$ cat src/rtl/enc_block_feeder_pkg.sv
// Shared constants and FSM encoding for the cipher block feeder.
// Only a 64-bit cipher block is supported, which gives eight bytes per block.
package enc_block_feeder_pkg;

  localparam int BLOCK_LENGTH = 64;
  localparam int BYTE_COUNT   = BLOCK_LENGTH / 8;
  localparam int COUNT_W      = $clog2(BYTE_COUNT);

  typedef enum logic [1:0] {
    COLLECT = 2'd0,
    START   = 2'd1,
    WAIT    = 2'd2,
    OUTPUT  = 2'd3
  } state_t;

endpackage

$ cat src/rtl/enc_block_feeder_if.sv
// Byte input, encoder handshake and ciphertext output of the block feeder.
// The master modport is the feeder itself; the slave modport is its environment.
interface enc_block_feeder_if;
  import enc_block_feeder_pkg::*;

  logic                    in_valid;
  logic [7:0]              in_byte;
  logic                    in_ready;
  logic                    iv_load;
  logic [BLOCK_LENGTH-1:0] iv;
  logic                    enc_start;
  logic [BLOCK_LENGTH-1:0] enc_p_text;
  logic                    enc_done;
  logic [BLOCK_LENGTH-1:0] enc_c_text;
  logic                    out_valid;
  logic [BLOCK_LENGTH-1:0] out_data;
  logic                    out_ready;
  logic                    busy;

  modport master (
    input  in_valid, in_byte, iv_load, iv, enc_done, enc_c_text, out_ready,
    output in_ready, enc_start, enc_p_text, out_valid, out_data, busy
  );

  modport slave (
    output in_valid, in_byte, iv_load, iv, enc_done, enc_c_text, out_ready,
    input  in_ready, enc_start, enc_p_text, out_valid, out_data, busy
  );

endinterface

$ cat src/rtl/enc_block_feeder.sv
// Packs an MSB-first byte stream into 64-bit blocks, hands each to an external
// encoder and holds the ciphertext until taken. Define ENC_FEEDER_CBC_EN for CBC chaining.
module enc_block_feeder
  import enc_block_feeder_pkg::*;
#(
  parameter int BLOCK_LENGTH = enc_block_feeder_pkg::BLOCK_LENGTH
) (
  input  logic               clk,
  input  logic               reset,
  enc_block_feeder_if.master bus
);

  state_t                  state;
  logic [COUNT_W-1:0]      count;
  logic [BLOCK_LENGTH-1:0] block_q;
  logic [BLOCK_LENGTH-1:0] out_data_q;
  logic                    in_ready_q;
  logic                    enc_start_q;
  logic                    out_valid_q;
  logic                    busy_q;
  logic                    accept;

  assign accept = bus.in_valid && in_ready_q;

`ifdef ENC_FEEDER_CBC_EN
  logic [BLOCK_LENGTH-1:0] chain_q;

  // Block and chain only change in COLLECT / on leaving WAIT, so this stays stable for the encoder.
  assign bus.enc_p_text = block_q ^ chain_q;

  always_ff @(posedge clk or negedge reset) begin
    if (!reset) begin
      chain_q <= '0;
    end else if (state == COLLECT && count == '0 && bus.iv_load) begin
      chain_q <= bus.iv;
    end else if (state == WAIT && bus.enc_done) begin
      chain_q <= bus.enc_c_text;
    end
  end
`else
  logic unused_cbc;

  assign bus.enc_p_text = block_q;
  assign unused_cbc     = ^{bus.iv_load, bus.iv};
`endif

  assign bus.in_ready  = in_ready_q;
  assign bus.enc_start = enc_start_q;
  assign bus.out_valid = out_valid_q;
  assign bus.out_data  = out_data_q;
  assign bus.busy      = busy_q;

  // NOTE: all state below uses non-blocking assignments so every register
  // samples the pre-edge values; blocking here would create order-dependent races.
  always_ff @(posedge clk or negedge reset) begin
    if (!reset) begin
      state       <= COLLECT;
      count       <= '0;
      block_q     <= '0;
      out_data_q  <= '0;
      in_ready_q  <= 1'b0;
      enc_start_q <= 1'b0;
      out_valid_q <= 1'b0;
      busy_q      <= 1'b0;
    end else begin
      enc_start_q <= 1'b0;
      unique case (state)
        COLLECT: begin
          in_ready_q <= 1'b1;
          if (accept) begin
            for (int i = 0; i < BYTE_COUNT; i++) begin
              if (count == COUNT_W'(i)) begin
                block_q[(BYTE_COUNT-1-i)*8 +: 8] <= bus.in_byte;
              end
            end
            count <= count + 1'b1;
            if (count == COUNT_W'(BYTE_COUNT-1)) begin
              state       <= START;
              in_ready_q  <= 1'b0;
              enc_start_q <= 1'b1;
              busy_q      <= 1'b1;
            end
          end
        end
        START: begin
          state <= WAIT;
        end
        WAIT: begin
          if (bus.enc_done) begin
            out_data_q  <= bus.enc_c_text;
            out_valid_q <= 1'b1;
            state       <= OUTPUT;
          end
        end
        OUTPUT: begin
          if (bus.out_ready) begin
            out_valid_q <= 1'b0;
            busy_q      <= 1'b0;
            in_ready_q  <= 1'b1;
            state       <= COLLECT;
          end
        end
        default: begin
          state <= COLLECT;
        end
      endcase
    end
  end

endmodule

$ cat src/flat_wrapper.sv
// flat-port wrapper written by rule: the top's interface ports become plain ports
module enc_block_feeder_flat import enc_block_feeder_pkg::*;
#(
  parameter int BLOCK_LENGTH = enc_block_feeder_pkg::BLOCK_LENGTH
)
  (clk, reset, bus_in_valid, bus_in_byte, bus_iv_load, bus_iv, bus_enc_done, bus_enc_c_text, bus_out_ready, bus_in_ready, bus_enc_start, bus_enc_p_text, bus_out_valid, bus_out_data, bus_busy);
  enc_block_feeder_if bus_i ();
  input  logic clk;
  input  logic reset;
  input wire logic [$bits(bus_i.in_valid)-1:0] bus_in_valid;
  input wire logic [$bits(bus_i.in_byte)-1:0] bus_in_byte;
  input wire logic [$bits(bus_i.iv_load)-1:0] bus_iv_load;
  input wire logic [$bits(bus_i.iv)-1:0] bus_iv;
  input wire logic [$bits(bus_i.enc_done)-1:0] bus_enc_done;
  input wire logic [$bits(bus_i.enc_c_text)-1:0] bus_enc_c_text;
  input wire logic [$bits(bus_i.out_ready)-1:0] bus_out_ready;
  output wire logic [$bits(bus_i.in_ready)-1:0] bus_in_ready;
  output wire logic [$bits(bus_i.enc_start)-1:0] bus_enc_start;
  output wire logic [$bits(bus_i.enc_p_text)-1:0] bus_enc_p_text;
  output wire logic [$bits(bus_i.out_valid)-1:0] bus_out_valid;
  output wire logic [$bits(bus_i.out_data)-1:0] bus_out_data;
  output wire logic [$bits(bus_i.busy)-1:0] bus_busy;
  assign bus_i.in_valid = bus_in_valid;
  assign bus_i.in_byte = bus_in_byte;
  assign bus_i.iv_load = bus_iv_load;
  assign bus_i.iv = bus_iv;
  assign bus_i.enc_done = bus_enc_done;
  assign bus_i.enc_c_text = bus_enc_c_text;
  assign bus_i.out_ready = bus_out_ready;
  assign bus_in_ready = bus_i.in_ready;
  assign bus_enc_start = bus_i.enc_start;
  assign bus_enc_p_text = bus_i.enc_p_text;
  assign bus_out_valid = bus_i.out_valid;
  assign bus_out_data = bus_i.out_data;
  assign bus_busy = bus_i.busy;
  enc_block_feeder #(.BLOCK_LENGTH(BLOCK_LENGTH)) u_core (.clk(clk), .reset(reset), .bus(bus_i));
endmodule
$ cat config.mk
export PLATFORM = sky130hd
export DESIGN_NAME = enc_block_feeder_flat
export DESIGN_NICKNAME = d
export VERILOG_FILES = /design/src/rtl/enc_block_feeder_pkg.sv /design/src/rtl/enc_block_feeder_if.sv /design/src/rtl/enc_block_feeder.sv /design/src/flat_wrapper.sv
export SDC_FILE = /design/constraint.sdc
export NUM_CORES = 1
export LEC_CHECK = 0
export CAP_MARGIN = 10
export CELL_PAD_IN_SITES_DETAIL_PLACEMENT = 1
export CELL_PAD_IN_SITES_GLOBAL_PLACEMENT = 1
export CORE_UTILIZATION = 29
export CTS_BUF_LIST = sky130_fd_sc_hd__clkbuf_8
export DETAILED_ROUTE_END_ITERATION = 10
export MAX_ROUTING_LAYER = met4
export PLACE_DENSITY_LB_ADDON = 0.1
export SETUP_SLACK_MARGIN = 0.2
export SYNTH_ARGS = -nofsm -noshare
export SYNTH_HDL_FRONTEND = slang
export SYNTH_SLANG_ARGS = --single-unit
$ cat constraint.sdc
create_clock -name clk -period 1.6 [get_ports clk]
set_input_delay 0.32 -clock clk [delete_from_list [all_inputs] [get_ports clk]]
set_output_delay 0.32 -clock clk [all_outputs]
set_load 0.03 [all_outputs]
# [Word level (Yosys, flattened, before mapping)]
# Index checks and enable logic that the tools add are counted.
# Widths: inputs -> output; s select.
[op_classes] add_sub_neg=1 n_eq_ne=14 mux=18 reduce_logical=19
[op_table] op="$reduce_and 3->1" n=9
[op_table] op="$eq 3x3->1 const B" n=4
[op_table] op="$mux 1" n=10
[op_table] op="$mux 2" n=4
[op_table] op="$pmux 2 s4" n=1
[op_table] op="$reduce_and 4->1" n=2
[op_table] op="$eq 3x2->1 const B" n=2
[op_table] op="$pmux 1 s2" n=3
[op_table] op="$reduce_and 2->1" n=3
[op_table] op="$eq 2x2->1 const B" n=2
[op_table] op="$ne 2x1->1 const B" n=2
[op_table] op="$ne 2x2->1 const B" n=2
[op_table] op="$reduce_bool 2->1" n=2
[op_table] op="$add 3x1->3 const B" n=1
[op_table] op="$eq 3x1->1 const B" n=1
[op_table] op="$logic_not 3->1" n=1
[op_table] op="$eq 2x1->1 const B" n=1
[op_table] op="$logic_not 2->1" n=1
[op_table] op="$logic_and 1x1->1" n=1
[totals] register_bits=137 input_bits=142 out_inout_bits=132 wordCells=67

# [Longest topological paths before layout]
# Gate-level depths: netlist of the first run.
[depth] depth_word=4 ltp_mapped=7 mapped_depth_nobuf=5

# [Least setup slack after synthesis of the first run]
# No wires, ideal clock.
[synth_timing] path_type="register to register" start="register u_core.state[0]" end="register u_core.block_q[48], in the netlist u_core.bus.enc_p_text[48]" setup_time_ns=0.125 arrival_time_ns=1.511 required_ns=1.475 path_slack_ns=-0.036 stages_incl_launch_ff=8 path_buffers=2 synth_period_minus_slack_ns=1.636 path_cell_list="dfrtp_1 -> inv_1 -> ha_1 -> buf_4 -> and3_4 -> buf_12 -> nand3_4 -> mux2_2"
[synth_via] elab_chain_len=2
[synth_lines] item="start, declared" line="enc_block_feeder.sv:13" text="state_t state;"
[synth_lines] item="start signal, assigned" line="enc_block_feeder.sv:57" text="state <= COLLECT;"
[synth_lines] item="start signal, assigned" line="enc_block_feeder.sv:78" text="state <= START;"
[synth_lines] item="start signal, assigned" line="enc_block_feeder.sv:86" text="state <= WAIT;"
[synth_lines] item="$logic_not 2->1" line="enc_block_feeder.sv:67" text="unique case (state)"
[synth_lines] item="$reduce_and 3->1 (no source line)"
[synth_lines] item="end signal, assigned by index" line="enc_block_feeder.sv:73" text="block_q[(BYTE_COUNT-1-i)*8 +: 8] <= bus.in_byte;"
[synth_lines] item="end, declared" line="enc_block_feeder.sv:15" text="logic [BLOCK_LENGTH-1:0] block_q;"
# No other way between the ends.
# A chain may end at the register's enable or synchronous reset.

# [Worst setup path in the final report of the first run]
[layout_timing] start="register u_core.state[0]" end="register u_core.block_q[19], in the netlist u_core.bus.enc_p_text[19]"
# The elaborated chain is that of the path after synthesis.

==> results.txt, run 1 <==
----------------------------------------------------
[Run status]
  Status ... finished with violations
  Failing checks ... DRC, setup timing

[Timing]
  Final setup violation count ... 1
  Hold violation total from the final report ... 0
  Setup skew after layout ... roughly 0.015 ns
  Least setup slack across all paths after layout ... -0.000525 ns
  Period Utilization, post-route ... 1.00
  Upper clock frequency limit ... about 0.62 GHz
  Actual slew at the worst max-slew pin ... 0.395 ns
  Period minus WS final ... 1.60 ns
  Hold Slack ... around 0.35 ns
  Setup_tns ... -0.000525 ns
  Max-slew headroom at the worst pin ... 0.736
  Final Max Slew Viols ... 0
  RSZ-0062 raised after global routing ... yes

[GRT]
  Wire length of the first global-routing pass ... about 26 mm
  GR Overflow Total ... 0
  Maximum number of pins on one net before global-route repair ... 44
  Total GRT Usage ... 0.183
  Number of global-route vias before repair ... 4,185
  Initial antenna violation count ... 0

[Drt]
  Number of DRC violations after detailed routing ... between 40 and 50
  Detailed-router iteration count before antenna repair ... 7
  Number of vias in the routed layout ... 3,683
  Wire length reported by the detailed router ... approximately 16 mm
  DR WL/cell ... a little under 20 um
  Number of violations reported at the end of detailed-routing iteration 0 ... approximately 150
  Remaining antenna violation count after routing ... 0
  Post-detailed-route via-to-cell ratio ... 4.47

[Pwr]
  Maximum vdd ir drop ... 0.000740 V
  Logic pwr share ... 0.545
  Relative contribution of the clock network to total power ... 0.148
  Sequential power share ... 0.308
  Overall Power ... 19.8 mW
  Lkg Pwr ... 4.39 nW
  Internal power component ... roughly 12 mW
  Sw frac ... 0.412
  Total power per unit cell area ... around 2300 mW/mm^2
  Switching pwr ... around 8.2 mW

[Cells and area]
  Commonest non-fill, non-tap cell in the layout ... dfrtp_1
  Commonest non-fill, non-tap cells in the layout ... dfrtp_1 (136), mux2_4 (122), buf_2 (121)
  Antenna diode count ... 0
  Share of cells above drive strength 1 ... 0.608
  Filler Cells Inserted ... roughly 1.8k
  Total number of nets in the final design ... 735
  Area delta synth->final ... 59.3%

[Setup path]
  Kind of launch point of the worst setup path ... register
  Critical path type ... register to register
  Worst Reg-to-Reg Cells ... 5
  CP endpoint kind ... register
  Minimum setup slack among reg-to-reg paths ... -0.0005 ns
  Max FO, Critical Path ... 8
  Capture point of the worst reg-to-reg path ... u_core.bus.enc_p_text[19]$_DFFE_PN0P_
  Arrival @ worst endpoint ... between 1.5 and 2 ns
  Data required, critical path ... 1.93 ns
  Startpoint of the lowest-slack register-to-register path ... u_core.state[0]$_DFFE_PN0P_

[Clock tree]
  TritonCTS clock tree ... done
  Clock network latency to the later pin of the worst-skew pair ... between 0.4 and 0.5 ns
  Number of H-tree levels ... 4
  Clock Root Buffer ... clkbuf_8
  Clock buffer count from CTS ... 17
  Number of clock sinks ... around 140
  Clock-pin transition on the worst setup and hold timing paths ... roughly 0.070 ns
  Maximum number of buffers from clock root to sink ... 2

[Placed design]
  Final estimated routing congestion in global placement ... 0.730
  Total half-perimeter wirelength after legalization and detailed placement ... roughly 11 mm
  # port buffers ... ~210

[Synth]
  Net count of the mapped netlist ... roughly 480
  Part of the Yosys area used for sequential elements ... 0.636
  Mean instance size in the synthesized netlist ... 16.6 um^2
  Count of mapped cells out of synthesis ... about 320
  Synth unique cells ... 29
  Yosys warning count ... 0
  Register bit total from synthesis ... 137
  Netlist area before placement ... approximately 0.0054 mm^2

[Die]
  X dimension of the die ... ~140 um
  Total I/O pin count ... between 200 and 300
  Standard-cell rows ... 49
  Die Span Y ... about 140 um
  Die area ... around 0.019 mm^2
  Initial Utilization ... 0.298
  Core area ... about 0.018 mm^2

[Flow run]
  Maximum capacitance violations ... 0

[Min path]
  Worst hold path class ... primary input to asynchronous set/reset pin

----------------------------------------------------
==> worst max-delay path: stages, from the launching register on <==
cell	delay, ns
dfrtp_1	0.39
inv_2	0.08
ha_4	0.14
and3_4	0.29
nand3_4	0.22
mux2_4	0.35
==> Yosys cell counts <==
library cell,count,area share
a221oi_1,1,0.0016
xnor2_1,1,0.0016
nand2b_1,1,0.0012
nand4_1,2,0.0023
nand2_1,3,0.0021
o21ai_0,2,0.0019
nand3_4,4,0.013
dfrtp_1,137,0.64
clkbuf_2,1,0.00093
a21oi_1,2,0.0019
o21ba_2,1,0.0019
ha_1,9,0.021
buf_4,2,0.0028
nor2b_1,1,0.0012
o22a_1,1,0.0016
buf_12,1,0.0037
a22o_1,1,0.0016
o32a_1,1,0.0019
and3_4,3,0.0063
mux2_2,115,0.24
mux2_1,3,0.0063
inv_2,1,0.00070
buf_2,7,0.0065
nand3_1,1,0.00093
nand3_2,1,0.0019
inv_1,6,0.0042
mux2_4,11,0.031
buf_6,1,0.0021
nor2_1,4,0.0028
==> layer usage <==
metal	vias up	part of all wire	track usage
met3	17	0.097	0.0672
met2	153	0.46	0.274
met1	1852	0.43	0.230
met5	-	0	-
li1	1661	-	-
met4	0	0.012	0.0568
==> metrics by stage <==
stage	cell area, um^2	setup WS, ns	cells	util
2_1_floorplan	5560	-0.0213	324	-
3_3_place_gp	8050	-0.317	774	0.445
3_5_place_dp	8050	-0.375	774	0.445
4_1_cts	8450	-0.0216	815	0.467
5_1_grt	8590	-0.0710	824	0.475
6_report	8590	-0.000525	824	0.475
==> how the worst max path moves through the flow <==
stage	end	from
after global routing	u_core.bus.enc_p_text[19]$_DFFE_PN0P_	u_core.state[1]$_DFFE_PN0P_
after global placement	u_core.state[1]$_DFFE_PN0P_	bus_in_valid
after detailed placement	u_core.state[1]$_DFFE_PN0P_	bus_in_valid
after CTS	u_core.bus.enc_p_text[19]$_DFFE_PN0P_	u_core.state[0]$_DFFE_PN0P_
after floorplan	u_core.bus.enc_p_text[40]$_DFFE_PN0P_	u_core.state[0]$_DFFE_PN0P_
final	u_core.bus.enc_p_text[19]$_DFFE_PN0P_	u_core.state[0]$_DFFE_PN0P_
==> sequential cells by signal, indices dropped and copies added, names as in the netlist <==
signal	flops
u_core.bus.in_ready	1
u_core.bus.busy	1
u_core.bus.out_data	64
u_core.bus.out_valid	1
u_core.state	2
u_core.bus.enc_p_text	64
u_core.count	3
u_core.bus.enc_start	1
==> area by class of cell <==
class	instances	area (um^2)	share of cell area
multi-input combinational	168	2380	0.277
timing repair buffer	253	2060	0.239
clock inverter	12	151	0.0176
tap	229	287	0.0334
clock buffer	18	248	0.0288
inverter	7	33.8	0.00393
sequential	137	3430	0.399
==> power by group through the flow <==
| stage | Sequential (mW) | Combinational [mW] | Clock [mW] |
|---|---|---|---|
| 6_report | 6.08 | 10.8 | 2.92 |
| 5_1_grt | 6.28 | 11.4 | 3.17 |
| 4_1_cts | 6.07 | 10.6 | 3.01 |
| 3_5_place_dp | 6.09 | 10.6 | 0 |
| 3_3_place_gp | 6.00 | 10.4 | 0 |
| 2_1_floorplan | 9.31 | 2.84 | 0 |
==> cells by family (layout without fill, tap and decap cells) <==
kind of cell / after synthesis / after routing / share of synthesized area
buffers and inverters: 19 / 290 / 0.0209
AND/OR/NAND/NOR: 20 / 20 / 0.0316
flip-flops: 137 / 137 / 0.636
XOR/XNOR: 1 / 1 / 0.00162
adder cells (fa/ha/maj): 9 / 9 / 0.0209
AO/OA/AOI/OAI: 9 / 9 / 0.0123
multiplexers: 129 / 129 / 0.277
==> repair_timing <==
item / 4_1_cts / 5_1_grt
gates cloned: 6 / 0
pin swaps: 13 / 3
resized for setup: 782 / 23
hold buffers: 1 / 0
setup endpoints to repair: 264 / 141
endpoints found under the hold margin: 35 / 0
buffers inserted: 4 / 9
Note: power is estimated with default switching activity, not from simulation.
==> run 2: changes to the inputs <==
--- a/config.mk
+++ b/config.mk
@@ -8,6 +8,7 @@
 export CAP_MARGIN = 10
 export CELL_PAD_IN_SITES_DETAIL_PLACEMENT = 1
 export CELL_PAD_IN_SITES_GLOBAL_PLACEMENT = 1
+export CORE_ASPECT_RATIO = 1.2
 export CORE_UTILIZATION = 29
 export CTS_BUF_LIST = sky130_fd_sc_hd__clkbuf_8
 export DETAILED_ROUTE_END_ITERATION = 10
==> results.txt, run 2 (synthesis results as in run 1) <==
----------------------------------------------------
[Cells and area]
  Commonest non-fill, non-tap cell in the layout ... dfrtp_1
  Area delta synth->final ... 59.6%
  Area used by multi-input combinational logic ... 0.00229 mm^2 (-3.8%)
  Sequential cell area ... 0.00343 mm^2 (about the same)
  Total number of nets in the final design ... 750 (+2.0%)
  Post-layout util ... 0.473 (-0.00150)
  Share of cells above drive strength 1 ... 0.616 (+0.00761)
  Filler Cells Inserted ... 1,822 (-0.27%)
  Commonest non-fill, non-tap cells in the layout ... dfrtp_1 (135), buf_2 (114), mux2_4 (89)
  Antenna diode count ... 0 (unchanged)

[Die]
  Core area ... 0.0182 mm^2 (+0.49%)
  Total I/O pin count ... 274 (unchanged)
  Initial Utilization ... 0.297 (-0.00146)
  Standard-cell rows ... 54 (+10%)
  Die area ... 0.0191 mm^2 (about the same)
  Die Span Y ... 151 um (+9.4%)
  X dimension of the die ... 126 um (-8.6%)

[Clock tree]
  Clock network latency to the later pin of the worst-skew pair ... 0.45 ns (about the same)
  Clock-pin transition on the worst setup and hold timing paths ... 0.08 ns (about the same)
  Number of clock sinks ... 137 (unchanged)
  Clock Root Buffer ... clkbuf_8
  Maximum number of buffers from clock root to sink ... 2 (unchanged)
  Clock buffer count from CTS ... 17 (unchanged)
  TritonCTS clock tree ... done
  Number of H-tree levels ... 4 (unchanged)

[Drt]
  Detailed-router iteration count before antenna repair ... 4 (-3)
  Post-detailed-route via-to-cell ratio ... 4.50 (+0.60%)
  Remaining antenna violation count after routing ... 0 (unchanged)
  Number of violations reported at the end of detailed-routing iteration 0 ... 67 (-55%)
  Wire length reported by the detailed router ... 16.1 mm (+0.47%)
  DR WL/cell ... 19.2 um (-0.97%)
  Number of DRC violations after detailed routing ... 0 (-100%)
  Number of vias in the routed layout ... 3,759 (+2.1%)

[Timing]
  Hold Slack ... 0.351 ns (-0.000770 ns)
  Setup skew after layout ... 0.0101 ns (-0.00515 ns)
  Max-slew headroom at the worst pin ... 0.713 (-0.0224)
  Period minus WS final ... 1.62 ns (+0.0234 ns)
  Final Max Slew Viols ... 0 (unchanged)
  Actual slew at the worst max-slew pin ... 0.430 ns (+0.0349 ns)
  Hold violation total from the final report ... 0 (unchanged)
  RSZ-0062 raised after global routing ... yes
  Upper clock frequency limit ... 0.616 GHz (-1.4%)
  Final setup violation count ... 43 (+42)
  Least setup slack across all paths after layout ... -0.0239 ns (-0.0234 ns)
  Period Utilization, post-route ... 1.01 (+0.0146)

[Setup path]
  Crit-path cells ... inv_2, ha_4, and3_4, nand3_4, mux2_4
  Buffers & Inverters on Critical Path ... 1 (unchanged)
  Kind of cell adding the most delay to the critical path ... simple AND/OR/NAND/NOR gates
  Data required, critical path ... 1.93 ns (about the same)
  Kind of launch point of the worst setup path ... register
  Arrival @ worst endpoint ... 1.95 ns (+0.02 ns)
  Max FO, Critical Path ... 8 (unchanged)
  Critical path type ... register to register
  Largest incremental delay on the critical path ... 0.40 ns (about the same)
  Slowest cell on the critical path ... dfrtp_1
  CP endpoint kind ... register
  Minimum setup slack among reg-to-reg paths ... -0.02 ns (-0.02 ns)

[GRT]
  Wire length of the first global-routing pass ... 24.9 mm (-3.7%)
  Initial antenna violation count ... 0 (unchanged)
  Number of global-route vias before repair ... 4,069 (-2.8%)
  Total GRT Usage ... 0.182 (-0.000859)
  GR Overflow Total ... 0 (unchanged)
  Maximum number of pins on one net before global-route repair ... 43 (-2.3%)

[Pwr]
  Lkg Pwr ... 4.30 nW (-2.0%)
  Total power per unit cell area ... 2290 mW/mm^2 (-0.58%)
  Maximum vdd ir drop ... 0.000886 V (+20%)

[Run status]
  Failing checks ... setup timing
  Status ... finished with violations

[Placed design]
  Total half-perimeter wirelength after legalization and detailed placement ... 10.9 mm (+1.9%)
  # port buffers ... 208 (unchanged)
  Final estimated routing congestion in global placement ... 0.797 (+9.1%)

[Flow run]
  Maximum capacitance violations ... 0 (unchanged)

[Min path]
  Worst hold path class ... primary input to asynchronous set/reset pin

----------------------------------------------------
run 2: cell count changes in the layout (fill, tap and decap cells not counted), moves of 3 or more:
cell | before | now
buf_16 | 6 | 3
buf_6 | 8 | 12
buf_4 | 30 | 49
mux2_2 | 7 | 40
mux2_4 | 122 | 89
buf_2 | 121 | 114
run 2: worst reg2reg max path, stage by stage, from the launching register on:
cell	delay (ns)
dfrtp_1	0.40
inv_2	0.09
ha_4	0.15
and3_4	0.28
nand3_4	0.23
mux2_4	0.36
run 2: worst paths after layout:
kind	cells past startpoint	from	to
min in group clk	2	bus_enc_c_text[38]	u_core.bus.out_data[38]$_DFFE_PN0P_
max in group asynchronous	3	reset	u_core.count[0]$_DFFE_PN0P_
max	5	u_core.state[0]$_DFFE_PN0P_	u_core.bus.enc_p_text[19]$_DFFE_PN0P_
min reg2reg	1	u_core.bus.enc_p_text[13]$_DFFE_PN0P_	u_core.bus.enc_p_text[13]$_DFFE_PN0P_
max reg2reg	5	u_core.state[0]$_DFFE_PN0P_	u_core.bus.enc_p_text[19]$_DFFE_PN0P_
min	2	reset	u_core.bus.out_data[35]$_DFFE_PN0P_
run 2: where the power goes:
group | switching, mW | internal [mW]
logic | 5.86 | 4.76
clock network | 1.36 | 1.61
registers | 0.916 | 5.17
run 2: what timing repair did:
action | 4_1_cts | 5_1_grt
gates resized for setup | 748 | 40
cloned | 4 | 0
endpoints found under the setup margin | 264 | 152
hold endpoints to repair | 37 | 0
setup buffers | 10 | 10
pin swaps | 11 | 4
hold buffers | 1 | 0
run 2: layer usage:
| metal | global-route usage | share of wire | up-vias | wire [um] |
|---|---|---|---|---|
| met2 | 0.295 | 0.50 | 147 | 7970 |
| met3 | 0.0544 | 0.073 | 17 | 1170 |
| li1 | - | - | 1701 | - |
| met1 | 0.218 | 0.42 | 1894 | 6740 |
| met5 | - | 0 | - | 0 |
| met4 | 0.0596 | 0.013 | 0 | 211 |
run 2: area by class of cell:
class | instances | share of cell area
Inverter | 7 | 0.00393
Timing Repair Buffer | 267 | 0.250
Tap cell | 224 | 0.0326
Sequential cell | 137 | 0.399
Clock buffer | 19 | 0.0304
Clock inverter | 13 | 0.0177
Multi-Input combinational cell | 169 | 0.267
run 2: through the flow:
stage	setup WS, ns	total power, mW	TNS [ns]	instance area [um^2]	cells
floorplan	-0.0213	12.1	-0.701	5560	324
global placement	-0.308	16.6	-23.04	8140	779
detailed placement	-0.329	16.8	-25.82	8140	779
CTS	-0.0457	19.6	-1.33	8470	826
global route	-0.108	20.7	-6.21	8600	836
finish	-0.0239	19.7	-0.423	8600	836
==> run 3: changes to the inputs <==
==> constraint.sdc (replaced) <==
create_clock -name clk -period 1.4 [get_ports clk]
set_input_delay 0.28 -clock clk [delete_from_list [all_inputs] [get_ports clk]]
set_output_delay 0.28 -clock clk [all_outputs]
set_load 0.03 [all_outputs]
==> results.txt, run 3 (synthesis results as in run 1) <==
----------------------------------------------------
[Run status]
  Status ... finished with violations
  Failing checks ... setup timing

[Setup path]
  Worst Reg-to-Reg Cells ... 6 (+1)
  Kind of launch point of the worst setup path ... register
  Critical path type ... register to register
  Data required, critical path ... 1.73 ns (-0.20 ns)
  CP endpoint kind ... register
  Arrival @ worst endpoint ... 1.98 ns (+0.03 ns)
  Max FO, Critical Path ... 8 (unchanged)

[Pwr]
  Internal power component ... 16.4 mW (+42%)
  Total power per unit cell area ... 2640 mW/mm^2 (+16%)
  Logic pwr share ... 0.598 (+0.058)
  Sequential power share ... 0.281 (-0.028)
  Lkg Pwr ... 4.72 nW (+9.7%)
  Switching pwr ... 10.3 mW (+26%)
  Sw frac ... 0.386 (-0.0274)
  Maximum vdd ir drop ... 0.000999 V (+13%)
  Relative contribution of the clock network to total power ... 0.121 (-0.030)

[Cells and area]
  Post-route non-filler standard cell count ... 890 (+6.5%)
  Commonest non-fill, non-tap cells in the layout ... dfrtp_1 (135), buf_6 (124), mux2_2 (84)
  Commonest non-fill, non-tap cell in the layout ... dfrtp_1
  Post-route design area ... 0.0101 mm^2 (+17%)
  Total number of nets in the final design ... 804 (+7.2%)
  Area delta synth->final ... 87.0%
  Antenna diode count ... 0 (unchanged)
  Share of cells above drive strength 1 ... 0.664 (+0.0477)

[Timing]
  Period Utilization, post-route ... 1.18 (+0.163)
  Final setup violation count ... 131 (+200%)
  Least setup slack across all paths after layout ... -0.249 ns (-0.225 ns)
  Final Max Slew Viols ... 0 (unchanged)
  Actual slew at the worst max-slew pin ... 0.451 ns (+0.0204 ns)
  RSZ-0062 raised after global routing ... yes
  Period minus WS final ... 1.65 ns (+0.0254 ns)
  Setup skew after layout ... 0.00974 ns (-0.000344 ns)
  Upper clock frequency limit ... 0.606 GHz (-1.5%)
  Hold violation total from the final report ... 0 (unchanged)
  Max-slew headroom at the worst pin ... 0.700 (-0.0136)

[Die]
  Die area ... 0.0191 mm^2 (unchanged)
  Die Span Y ... 151 um (unchanged)
  X dimension of the die ... 126 um (unchanged)
  Core area ... 0.0182 mm^2 (unchanged)
  Initial Utilization ... 0.297 (unchanged)
  Standard-cell rows ... 54 (unchanged)
  Total I/O pin count ... 274 (unchanged)

[GRT]
  Wire length of the first global-routing pass ... 26.8 mm (+7.5%)
  Maximum number of pins on one net before global-route repair ... 42 (-2.3%)
  Initial antenna violation count ... 0 (unchanged)
  GR Overflow Total ... 0 (unchanged)
  Total GRT Usage ... 0.195 (+0.0128)
  Number of global-route vias before repair ... 4,422 (+8.7%)

[Clock tree]
  Maximum number of buffers from clock root to sink ... 2 (unchanged)
  Number of clock sinks ... 137 (unchanged)
  Clock Root Buffer ... clkbuf_8
  TritonCTS clock tree ... done
  Number of H-tree levels ... 4 (unchanged)
  Clock-pin transition on the worst setup and hold timing paths ... 0.08 ns (about the same)
  Clock network latency to the later pin of the worst-skew pair ... 0.44 ns (about the same)
  Clock buffer count from CTS ... 17 (unchanged)

[Drt]
  Remaining antenna violation count after routing ... 0 (unchanged)
  Number of violations reported at the end of detailed-routing iteration 0 ... 110 (+64%)
  Number of DRC violations after detailed routing ... 0 (unchanged)
  Detailed-router iteration count before antenna repair ... 4 (unchanged)
  Wire length reported by the detailed router ... 17.3 mm (+7.8%)
  Post-detailed-route via-to-cell ratio ... 4.45 (-1.0%)
  Number of vias in the routed layout ... 3,961 (+5.4%)
  DR WL/cell ... 19.5 um (+1.3%)

[Placed design]
  Final estimated routing congestion in global placement ... 0.768 (-3.7%)
  Placed insts ... 780 (+0.13%)
  Placed Area ... 0.00840 mm^2 (+3.2%)
  # port buffers ... 208 (unchanged)
  Total half-perimeter wirelength after legalization and detailed placement ... 11.3 mm (+3.6%)

[Flow run]
  Maximum capacitance violations ... 0 (unchanged)

[Min path]
  Worst hold path class ... primary input to asynchronous set/reset pin

----------------------------------------------------
run 3: cell types whose count changed in the layout (fill, tap and decap cells not counted), sizes merged:
cell / previous run / this run
buf: 189 / 245
clkbuf: 21 / 17
clkinvlp: 3 / 6
bufinv: 3 / 2
run 3: critical path: stages, from the launching register on:
cell and delay (ns):
dfrtp_1 0.42, buf_6 0.14, inv_4 0.05, ha_4 0.12, and3_4 0.19, and3_4 0.30
mux2_4 0.32
run 3: power groups by stage:
stage	clock network, mW	registers [mW]	logic (mW)
detailed placement	0	7.23	12.9
global placement	0	7.15	12.7
floorplan	0	10.6	3.26
global route	3.51	7.74	16.7
CTS	3.35	7.49	15.2
finish	3.23	7.49	15.9
run 3: timing repair:
action | CTS | global route
gates cloned | 10 | 0
gates resized for setup | 787 | 27
pin swaps | 10 | 12
hold buffers | 1 | 0
endpoints found under the hold margin | 32 | 0
setup endpoints to repair | 268 | 269
buffers inserted | 40 | 27
run 3: final cells by class:
cell class	instances	area, um^2
Clock inverter	15	154
Timing Repair Buffer	321	3770
Sequential cell	137	3430
Tap cell	224	280
Clock buffer	17	234
Multi-Input combinational cell	169	2180
Inverter	7	36.3
Fill cell	1725	8090
run 3: through the flow:
step | setup slack [ns] | TNS, ns | total power, mW | hold slack, ns | utilization
floorplan | -0.221 | -11.18 | 13.9 | -0.0156 | -
global placement | -0.439 | -38.85 | 19.8 | 0.239 | 0.462
detailed placement | -0.542 | -42.16 | 20.1 | 0.241 | 0.462
CTS | -0.251 | -21.05 | 26.1 | 0.306 | 0.538
global route | -0.287 | -26.07 | 28.0 | 0.323 | 0.555
finish | -0.249 | -19.55 | 26.7 | 0.318 | 0.555
run 3: path summary, 6_finish.rpt:
check / end / slack [ns] / start
max: u_core.bus.enc_p_text[46]$_DFFE_PN0P_ / -0.25 / u_core.count[0]$_DFFE_PN0P_
min: u_core.bus.out_data[15]$_DFFE_PN0P_ / 0.32 / reset
max reg2reg: u_core.bus.enc_p_text[46]$_DFFE_PN0P_ / -0.25 / u_core.count[0]$_DFFE_PN0P_
min reg2reg: u_core.bus.out_data[18]$_DFFE_PN0P_ / 0.53 / u_core.bus.out_data[18]$_DFFE_PN0P_
max in group asynchronous: u_core.bus.enc_p_text[58]$_DFFE_PN0P_ / 0.55 / reset
min in group clk: u_core.bus.out_data[14]$_DFFE_PN0P_ / 0.45 / bus_enc_c_text[14]
run 3: routing by layer:
metal / routed length (um) / vias to the layer above / track usage
met5: 0 / - / -
met4: 239 / 0 / 0.0518
met3: 1240 / 18 / 0.0671
met2: 8840 / 147 / 0.325
met1: 7020 / 1999 / 0.224
li1: - / 1797 / -
==> RTL edit (flow settings as in run 3) <==
Re-encode `state_t` (4 states) as one-hot, 4 bits wide.
--- a/src/rtl/enc_block_feeder_pkg.sv
+++ b/src/rtl/enc_block_feeder_pkg.sv
@@ -8,7 +8,7 @@
 
-  typedef enum logic [1:0] {
-    COLLECT = 2'd0,
-    START   = 2'd1,
-    WAIT    = 2'd2,
-    OUTPUT  = 2'd3
+  typedef enum logic [3:0] {
+    COLLECT = 4'b0001,
+    START   = 4'b0010,
+    WAIT    = 4'b0100,
+    OUTPUT  = 4'b1000
   } state_t;
Behaviour: no difference found for any inputs over 4 cycles, from zero or initial values and one cycle with reset low; so few cycles prove little.
==> RTL edit against run 3 <==
Area after synthesis down 0.26%; cell area up 3.6%; sequential cell count up 2; total power fell by 30%; the run still ends with setup timing left; setup slack lost 0.36 ns; critical path depth fell by 1; sequential power decreased by 19%; wire length up 4.3%; global-route usage up 0.077 points.
==> RTL edit: results <==
timing:
  slew_headroom_pct: 73.1
  fin_ws_ns: -0.614
  setup_tns_ns: -63.87
  final-setup-viol-count: 137
  fin_worst_skew_ns: 0.0128
synth:
  synth_area_leaders: "dfrtp_1 64%, mux2_2 27%, ha_1 1.4%"
  netlist_instances: 326
  yosysSeqAreaShare_pct: 64.7
  synth_nets: 474
  ys_types: 31
  netlist_top_cells_count: "138 x dfrtp_1, 129 x mux2_2, 7 x inv_1"
  async_reset_ff_share_pct: 100
grt:
  groute.usage.overall_pct: 19.6
  grt_pass1_wl_um: 26800
  grt_pass1_vias: 4546
  grt_max_degree: 37
final_layout:
  drive_gt1_share_pct: 64.4
  fillers: 1758
  final_cells: 920
  nets: 831
pwr:
  p_sw_share_pct: 35.3
  p_leak_nw: 5.01
  peakVddDrop_mv: 1.26
  p_clk_share_pct: 18.5
  comb_power_mw: 9.23
place:
  dp_hpwl_um: 11300
  placed_cells_incl_taps: 788
  routabilityCongestion: 0.717
status:
  outcome: "complete, but fails checks"
  violations: "setup timing"
detailed_routing:
  drt_iter0_markers: 92
  wire_per_inst_um: 19.7
  vias: 4150
setup_path:
  crit_fanout: 5
  cp_slowest_cell: "dfstp_2"
  worstPathArrival_ns: 2.35
  critPathMaxStageDelay_ns: 0.55
cts:
  clk-insertion-delay-late_ns: 0.45
-- RTL edit: cell types whose count changed in the layout (fill, tap and decap cells not counted), sizes merged, moves of 2 or more --
cell and delta:
ha -3, nor2 +2, buf +26, and3 -3
nor4 +2, nor3 +4, a31oi +2, or4b +2
o21a +2, nor4b +2, nand3 -4
-- RTL edit: routing by layer --
metal,vias up,wire length [um],GRT usage [%]
li1,1868,-,-
met1,2108,7360,22.8
met2,158,9160,31.7
met3,16,1340,7.38
met4,0,213,5.36
met5,-,0,-
-- RTL edit: what timing repair did --
item / in CTS / in global routing
endpoints found under the setup margin: 270 / 270
resized for setup: 861 / 41
pin swaps: 5 / 3
cloned: 5 / 0
hold buffers: 1 / 0
hold endpoints to repair: 25 / 0
setup buffers: 36 / 58
-- RTL edit: path summary, 6_finish.rpt --
check                      cells past startpoint                                  start                                     to  slack, ns
setup / recovery                               5            u_core.state[0]$_DFFE_PN1P_   u_core.bus.enc_p_text[6]$_DFFE_PN0P_      -0.61
hold / removal                                 2                                  reset    u_core.bus.out_data[13]$_DFFE_PN0P_       0.31
hold reg to reg                                1  u_core.bus.enc_p_text[44]$_DFFE_PN0P_  u_core.bus.enc_p_text[44]$_DFFE_PN0P_       0.54
setup reg to reg                               5            u_core.state[0]$_DFFE_PN1P_   u_core.bus.enc_p_text[6]$_DFFE_PN0P_      -0.61
min in group clk                               2                      bus_enc_c_text[8]     u_core.bus.out_data[8]$_DFFE_PN0P_       0.44
max in group asynchronous                      3                                  reset            u_core.state[0]$_DFFE_PN1P_       0.52
-- RTL edit: cells by family (layout without fill, tap and decap cells) --
kind of cell	after synthesis	after routing	share of synthesized area (%)
buf+inv	17	386	1.44
flops	139	139	64.7
fa+ha+maj	6	6	1.40
simple gates	25	26	4.09
compound gates	8	8	1.02
mux	130	130	27.2
xor+xnor	1	1	0.163
-- RTL edit: through the flow --
stage	instance area, um^2	utilization (%)	total power [mW]	setup slack, ns
floorplan	5450	-	9.55	-0.704
global placement	8430	46.4	13.5	-0.710
detailed placement	8430	46.4	13.7	-0.738
CTS	9860	54.3	18.5	-0.616
global route	10400	57.5	19.7	-0.668
finish	10400	57.5	18.8	-0.614
-- RTL edit: layout make-up --
| type | instances | area [um^2] | area share [%] |
|---|---|---|---|
| clock buffer | 18 | 248 | 2.37 |
| clock inverter | 14 | 169 | 1.62 |
| inverter | 7 | 26.3 | 0.252 |
| multi-input combinational | 171 | 2340 | 22.4 |
| sequential | 139 | 3480 | 33.3 |
| tap | 224 | 280 | 2.68 |
| timing repair buffer | 347 | 3900 | 37.3 |
-- RTL edit: worst max-delay path, delay by kind of cell (launching register included) --
family | cells | cell delay (ns)
and+or+nand+nor | 2 | 0.70
DFF | 1 | 0.55
buffers and inverters | 2 | 0.34
muxes | 1 | 0.30
